**src/rtl/ps2_command_out.sv**
```systemverilog
// PS/2 host-to-device command transmitter.
// Sends one command byte to the device with the standard inhibit, request-to-send
// and device-clocked sequence, then samples the device ACK bit. It uses the same
// synchronized clock-edge pulses and data sample as the PS/2 byte receiver. The two
// drive-low outputs map onto the open-drain pad output enables.
module ps2_command_out #(
    parameter int unsigned INHIBIT_CYCLES = 1000,
    parameter int unsigned TIMEOUT_CYCLES = 200000
) (
    input  logic       clk,
    input  logic       rst,
    input  logic       send_command,
    input  logic [7:0] command_byte,
    input  logic       ps2_clk_posedge,
    input  logic       ps2_clk_negedge,
    input  logic       ps2_data,
    output logic       ps2_clk_drive_low,
    output logic       ps2_data_drive_low,
    output logic       busy,
    output logic       command_sent_strb,
    output logic       command_error_strb
);

    localparam int unsigned INH_W = (INHIBIT_CYCLES > 1) ? $clog2(INHIBIT_CYCLES) : 1;
    localparam int unsigned TMO_W = (TIMEOUT_CYCLES > 1) ? $clog2(TIMEOUT_CYCLES) : 1;
    localparam logic [INH_W-1:0] INH_LAST = INH_W'(INHIBIT_CYCLES - 1);
    localparam logic [TMO_W-1:0] TMO_LAST = TMO_W'(TIMEOUT_CYCLES - 1);

    typedef enum logic [2:0] {
        S_IDLE,
        S_INHIBIT,
        S_START,
        S_DATA,
        S_PARITY,
        S_STOP,
        S_ACK
    } state_t;

    state_t           r_state;
    logic [7:0]       r_shift;
    logic             r_parity;
    logic [2:0]       r_bit_idx;
    logic [INH_W-1:0] r_inh_cnt;
    logic [TMO_W-1:0] r_tmo_cnt;
    logic             r_clk_dl;
    logic             r_dat_dl;
    logic             r_busy;
    logic             r_sent;
    logic             r_err;

    state_t           w_state_nxt;
    logic [7:0]       w_shift_nxt;
    logic             w_parity_nxt;
    logic [2:0]       w_idx_nxt;
    logic [INH_W-1:0] w_inh_nxt;
    logic [TMO_W-1:0] w_tmo_nxt;
    logic             w_sent_nxt;
    logic             w_err_nxt;
    logic             w_tmo_active;
    logic             w_clk_dl_nxt;
    logic             w_dat_dl_nxt;
    logic             w_busy_nxt;

    // State, datapath and registered outputs; reset releases both lines at once.
    always_ff @(posedge clk) begin
        if (rst) begin
            r_state   <= S_IDLE;
            r_shift   <= '0;
            r_parity  <= 1'b0;
            r_bit_idx <= '0;
            r_inh_cnt <= '0;
            r_tmo_cnt <= '0;
            r_clk_dl  <= 1'b0;
            r_dat_dl  <= 1'b0;
            r_busy    <= 1'b0;
            r_sent    <= 1'b0;
            r_err     <= 1'b0;
        end else begin
            r_state   <= w_state_nxt;
            r_shift   <= w_shift_nxt;
            r_parity  <= w_parity_nxt;
            r_bit_idx <= w_idx_nxt;
            r_inh_cnt <= w_inh_nxt;
            r_tmo_cnt <= w_tmo_nxt;
            r_clk_dl  <= w_clk_dl_nxt;
            r_dat_dl  <= w_dat_dl_nxt;
            r_busy    <= w_busy_nxt;
            r_sent    <= w_sent_nxt;
            r_err     <= w_err_nxt;
        end
    end

    // Next-state logic: edges advance the frame, the timeout overrides any edge.
    always_comb begin
        w_state_nxt  = r_state;
        w_shift_nxt  = r_shift;
        w_parity_nxt = r_parity;
        w_idx_nxt    = r_bit_idx;
        w_inh_nxt    = r_inh_cnt;
        w_tmo_nxt    = r_tmo_cnt;
        w_sent_nxt   = 1'b0;
        w_err_nxt    = 1'b0;
        w_tmo_active = (r_state == S_START) || (r_state == S_DATA) ||
                       (r_state == S_PARITY) || (r_state == S_STOP) ||
                       (r_state == S_ACK);

        if (w_tmo_active) begin
            w_tmo_nxt = r_tmo_cnt + TMO_W'(1);
        end

        case (r_state)
            S_IDLE: begin
                if (send_command) begin
                    w_shift_nxt  = command_byte;
                    w_parity_nxt = ~^command_byte;
                    w_inh_nxt    = '0;
                    w_state_nxt  = S_INHIBIT;
                end
            end
            S_INHIBIT: begin
                if (r_inh_cnt == INH_LAST) begin
                    w_tmo_nxt   = '0;
                    w_state_nxt = S_START;
                end else begin
                    w_inh_nxt = r_inh_cnt + INH_W'(1);
                end
            end
            S_START: begin
                if (ps2_clk_negedge) begin
                    w_idx_nxt   = '0;
                    w_state_nxt = S_DATA;
                end
            end
            S_DATA: begin
                if (ps2_clk_negedge) begin
                    if (r_bit_idx == 3'd7) begin
                        w_state_nxt = S_PARITY;
                    end else begin
                        w_shift_nxt = {1'b0, r_shift[7:1]};
                        w_idx_nxt   = r_bit_idx + 3'd1;
                    end
                end
            end
            S_PARITY: begin
                if (ps2_clk_negedge) begin
                    w_state_nxt = S_STOP;
                end
            end
            S_STOP: begin
                if (ps2_clk_negedge) begin
                    w_state_nxt = S_ACK;
                end
            end
            S_ACK: begin
                if (!ps2_clk_negedge && ps2_clk_posedge) begin
                    w_sent_nxt  = ~ps2_data;
                    w_err_nxt   = ps2_data;
                    w_state_nxt = S_IDLE;
                end
            end
            default: begin
                w_state_nxt = S_IDLE;
            end
        endcase

        if (w_tmo_active && (r_tmo_cnt == TMO_LAST)) begin
            w_state_nxt = S_IDLE;
            w_sent_nxt  = 1'b0;
            w_err_nxt   = 1'b1;
        end
    end

    // Output decode from the next state, so the registered outputs line up with r_state.
    always_comb begin
        w_clk_dl_nxt = 1'b0;
        w_dat_dl_nxt = 1'b0;
        w_busy_nxt   = (w_state_nxt != S_IDLE);
        case (w_state_nxt)
            S_INHIBIT: w_clk_dl_nxt = 1'b1;
            S_START:   w_dat_dl_nxt = 1'b1;
            S_DATA:    w_dat_dl_nxt = ~w_shift_nxt[0];
            S_PARITY:  w_dat_dl_nxt = ~w_parity_nxt;
            default:   w_dat_dl_nxt = 1'b0;
        endcase
    end

    assign ps2_clk_drive_low  = r_clk_dl;
    assign ps2_data_drive_low = r_dat_dl;
    assign busy               = r_busy;
    assign command_sent_strb  = r_sent;
    assign command_error_strb = r_err;

endmodule

```
**config.mk**
```make
export PLATFORM = sky130hd
export DESIGN_NAME = ps2_command_out
export DESIGN_NICKNAME = d
export VERILOG_FILES = /design/src/rtl/ps2_command_out.sv
export SDC_FILE = /design/constraint.sdc
export NUM_CORES = 1
export LEC_CHECK = 0
export ABC_AREA = 0
export CAP_MARGIN = 10
export CORE_ASPECT_RATIO = 1.25
export CORE_MARGIN = 2
export CORE_UTILIZATION = 40
export CTS_CLUSTER_DIAMETER = 60
export DETAILED_ROUTE_END_ITERATION = 16
export GPL_TIMING_DRIVEN = 0
export MAX_ROUTING_LAYER = met4
export PLACE_DENSITY = 0.58
export SLEW_MARGIN = 10
export SYNTH_ARGS = -nofsm -noshare
export SYNTH_HDL_FRONTEND = slang
export SYNTH_SLANG_ARGS = --single-unit
```
**constraint.sdc**
```tcl
create_clock -name clk -period 4 [get_ports clk]
set_input_delay 1.2 -clock clk [delete_from_list [all_inputs] [get_ports clk]]
set_output_delay 1.2 -clock clk [all_outputs]
set_load 0.01 [all_outputs]
```
==> results.sh <==
export IMPL_yosys_area_top_type="dfxtp_1"
export IMPL_start_util_pct=41.50
export IMPL_max_freq_mhz=349.2
export IMPL_synth_top_area_share_pct=40.06
export IMPL_fin_ws_ns=1.137
export IMPL_muxShareOfSynthArea_pct=0.4173
export IMPL_end_kind="flip-flop"
export IMPL_fin_util_pct=47.98
export IMPL_netlist_instances=262
export IMPL_synth_top_family_by_area="simple AND/OR/NAND/NOR gates"
export IMPL_yosysSeqAreaShare_pct=40.06
export IMPL_status="finished clean"
export IMPL_cts_resized=0
export IMPL_cts_htree_levels=2
export IMPL_grt_pass1_wl_um=8383
export IMPL_rsz0062_at_grt="no"
export IMPL_finalClockSkew_ns=0.006818
export IMPL_ant_nets=0
export IMPL_drive_gt1_share_pct=13.59
export IMPL_crit_end="ps2_data_drive_low$_SDFF_PP0_"
export IMPL_drtPass1Iterations=4
export IMPL_dpl_hpwl_um=3467
export IMPL_required_ns=4.23
export IMPL_reg2reg_slack_ns=1.87
export IMPL_power_density_mw_per_mm2=342.2
export IMPL_antenna_found_initial=0
export IMPL_met3_usage_pct=3.571
export IMPL_routed_via_density=5.300
export IMPL_clk_latency_ns=0.30
export IMPL_placedCellCount=345
export IMPL_timing_hold_ws_ns=0.4658
export IMPL_cp_startpoint="send_command"
export IMPL_dieArea_mm2=0.006636
export IMPL_final_nets=304
export IMPL_fin_crit_ns=2.863
export IMPL_synth_cell_types=56
export IMPL_place_congestion=0.8334
export IMPL_path_max_fanout=8
export IMPL_use_met2_pct=27.25
export IMPL_clock_sinks=48
export IMPL_numCtsBuffers=5
export IMPL_stdcell_count=353
export IMPL_max_slew_margin_rel_pct=42.71
export IMPL_gr_total_overflow=0
export IMPL_yosys_register_bits=48
export IMPL_ioPinCount=19
export IMPL_rr_startpoint="r_bit_idx[0]$_SDFFE_PP0P_"
export IMPL_synth_simple_gate_area_share_pct=29.58
export IMPL_root_buffer="clkbuf_8"
export IMPL_synth_fa_ha_area_share_pct=2.087
export IMPL_syn_nets=280
export IMPL_rows=31
export IMPL_grt_busiest_layer="met2"
export IMPL_worst_pin_slew_ns=0.8571
export IMPL_yosys_top_cells_area="dfxtp_1 (40%), xnor2_1 (10%), nor2_1 (7.0%)"
export IMPL_grt_pass1_vias=1839
export IMPL_io_buffer_count=17
export IMPL_setup_violations=0
export IMPL_syn_cell_area_mm2=0.002399
export IMPL_critical_path_class="input pin to flip-flop"
export IMPL_antenna_cells=0
export IMPL_p_leak_uw=0.0009098
export IMPL_synthArstFlopShare_pct=0
export IMPL_synth_xor_area_share_pct=11.68
export IMPL_hold_class="flip-flop to flip-flop"
export IMPL_r2r_end="ps2_data_drive_low$_SDFF_PP0_"
export IMPL_vias=1871
export IMPL_cts_tree="yes"
export IMPL_synth_compound_gate_area_share_pct=12.05
export IMPL_hold_viol_final=0
export IMPL_cts_hold_buf=0
export IMPL_ys_flop_type="dfxtp_1"
export IMPL_dp_slack_ns=0.8142
export IMPL_clock_path_buffers=2
export IMPL_drt_wl_total_um=4660
export IMPL_final_max_slew_viol_count=0
export IMPL_max_vdd_ir_drop_mv=0.1946
export IMPL_synth_area_per_cell_um2=9.155
export IMPL_fin_crit_sh_pct=71.58
export IMPL_r2r_cells=7
export IMPL_cp_start_kind="input pin"
export IMPL_syn2layout_area_growth_pct=15.60
export IMPL_max_cap_viol_count=0
export IMPL_fin_tns_setup_ns=0
export IMPL_routedWlPerCell_um=13.20
export IMPL_grt_met1_usage_pct=19.10
export IMPL_die_y_um=90.58
export IMPL_core_mm2=0.005779
export IMPL_synth_edff_count=0
export IMPL_path_clk_slew_ns=0.09
export IMPL_drc=0
export IMPL_first_iter_violations=106
export IMPL_grt_max_degree=16
export IMPL_grt_usage_pct=16.20
export IMPL_dieWidth_um=73.26
export IMPL_cp_arrival_ns=3.09
export IMPL_post_cts_buffers=0
export IMPL_yosys_warnings=0
==> layer usage <==
metal / wire (um) / part of all wire [%] / vias up
met2: 2395 / 51 / 22
met1: 2099 / 45 / 876
met4: 49 / 1.1 / 0
met3: 116 / 2.5 / 4
li1: - / - / 969
met5: 0 / 0 / -
==> where the power goes <==
| group | total, uW | internal, uW | switching, uW | leakage (uW) |
|---|---|---|---|---|
| clock | 369 | 205 | 164 | 0.0000614 |
| combinational | 86.8 | 43.5 | 43.3 | 0.000459 |
| sequential | 493 | 487 | 6.05 | 0.000389 |
==> cell usage in the layout (no fill, tap or decap), types with 3 or more instances in the layout <==
cell type         n
a211oi_2          3
a21oi_1           9
a222oi_1          7
a22oi_1           3
and3_1            5
buf_2             4
buf_6             3
clkbuf_8          6
clkdlybuf4s50_1  17
dfxtp_1          48
ha_1              4
inv_1             6
nand2_1          16
nand3_1          12
nor2_1           45
nor3_1            3
nor3_2            5
nor4_2            3
o21ai_0           3
or3_1             4
xnor2_1          28
xor2_1            4
==> worst min path at each step <==
stage	startpoint	end	slack [ns]	cells after the start
4_1_cts	r_parity$_SDFF_PP0_	r_parity$_SDFF_PP0_	0.47	2
3_3_place_gp	r_parity$_SDFF_PP0_	r_parity$_SDFF_PP0_	0.45	2
3_5_place_dp	r_parity$_SDFF_PP0_	r_parity$_SDFF_PP0_	0.46	2
2_1_floorplan	r_parity$_SDFF_PP0_	r_parity$_SDFF_PP0_	0.43	2
5_1_grt	r_parity$_SDFF_PP0_	r_parity$_SDFF_PP0_	0.51	2
6_report	r_parity$_SDFF_PP0_	r_parity$_SDFF_PP0_	0.47	2
==> cell usage after synthesis (3+ instances only) <==
cell type / number
o21ai_0: 3
and3_1: 5
xnor2_1: 28
buf_2: 4
nand3_1: 12
inv_1: 6
a21oi_1: 9
nand2_1: 16
nor3_1: 3
dfxtp_1: 48
a211oi_2: 3
buf_6: 3
a222oi_1: 7
ha_1: 4
or3_1: 4
a22oi_1: 3
nor4_2: 3
nor2_1: 45
nor3_2: 5
xor2_1: 4
==> worst max-delay path, stage by stage <==
cell,delay [ns]
clkdlybuf4s50_1,0.49
or3b_4,0.39
a21o_1,0.26
a222oi_1,0.46
o211ai_1,0.13
a21oi_1,0.17
==> flip-flops by register name (all words and copies together), names as in the netlist <==
| name | flops |
|---|---|
| busy | 1 |
| command_error_strb | 1 |
| command_sent_strb | 1 |
| ps2_clk_drive_low | 1 |
| ps2_data_drive_low | 1 |
| r_bit_idx | 3 |
| r_inh_cnt | 10 |
| r_parity | 1 |
| r_shift | 8 |
| r_state | 3 |
| r_tmo_cnt | 18 |
==> area by class of cell <==
| type | instances | area, um^2 |
|---|---|---|
| multi-input combinational | 197 | 1339 |
| sequential | 48 | 960.9 |
| fill | 567 | 3007 |
| timing repair buffer | 17 | 170.2 |
| tap | 66 | 82.58 |
| clock buffer | 6 | 82.58 |
| inverter | 6 | 22.52 |
| clock inverter | 2 | 38.79 |
| buffer | 11 | 76.32 |
==> per-stage QoR <==
step | instance area, um^2 | power (uW)
after floorplan | 2399 | 560.3
after detailed placement | 2651 | 592.2
final | 2773 | 948.7
after CTS | 2773 | 964.9
after global placement | 2651 | 592.3
after global routing | 2773 | 998.5
==> cells by family after synthesis <==
group	Yosys count
compound gates	36
flops	48
simple gates	124
fa+ha+maj	4
xor+xnor	32
mux	1
buf+inv	17
No activity file was read; power rests on OpenSTA's default activity.
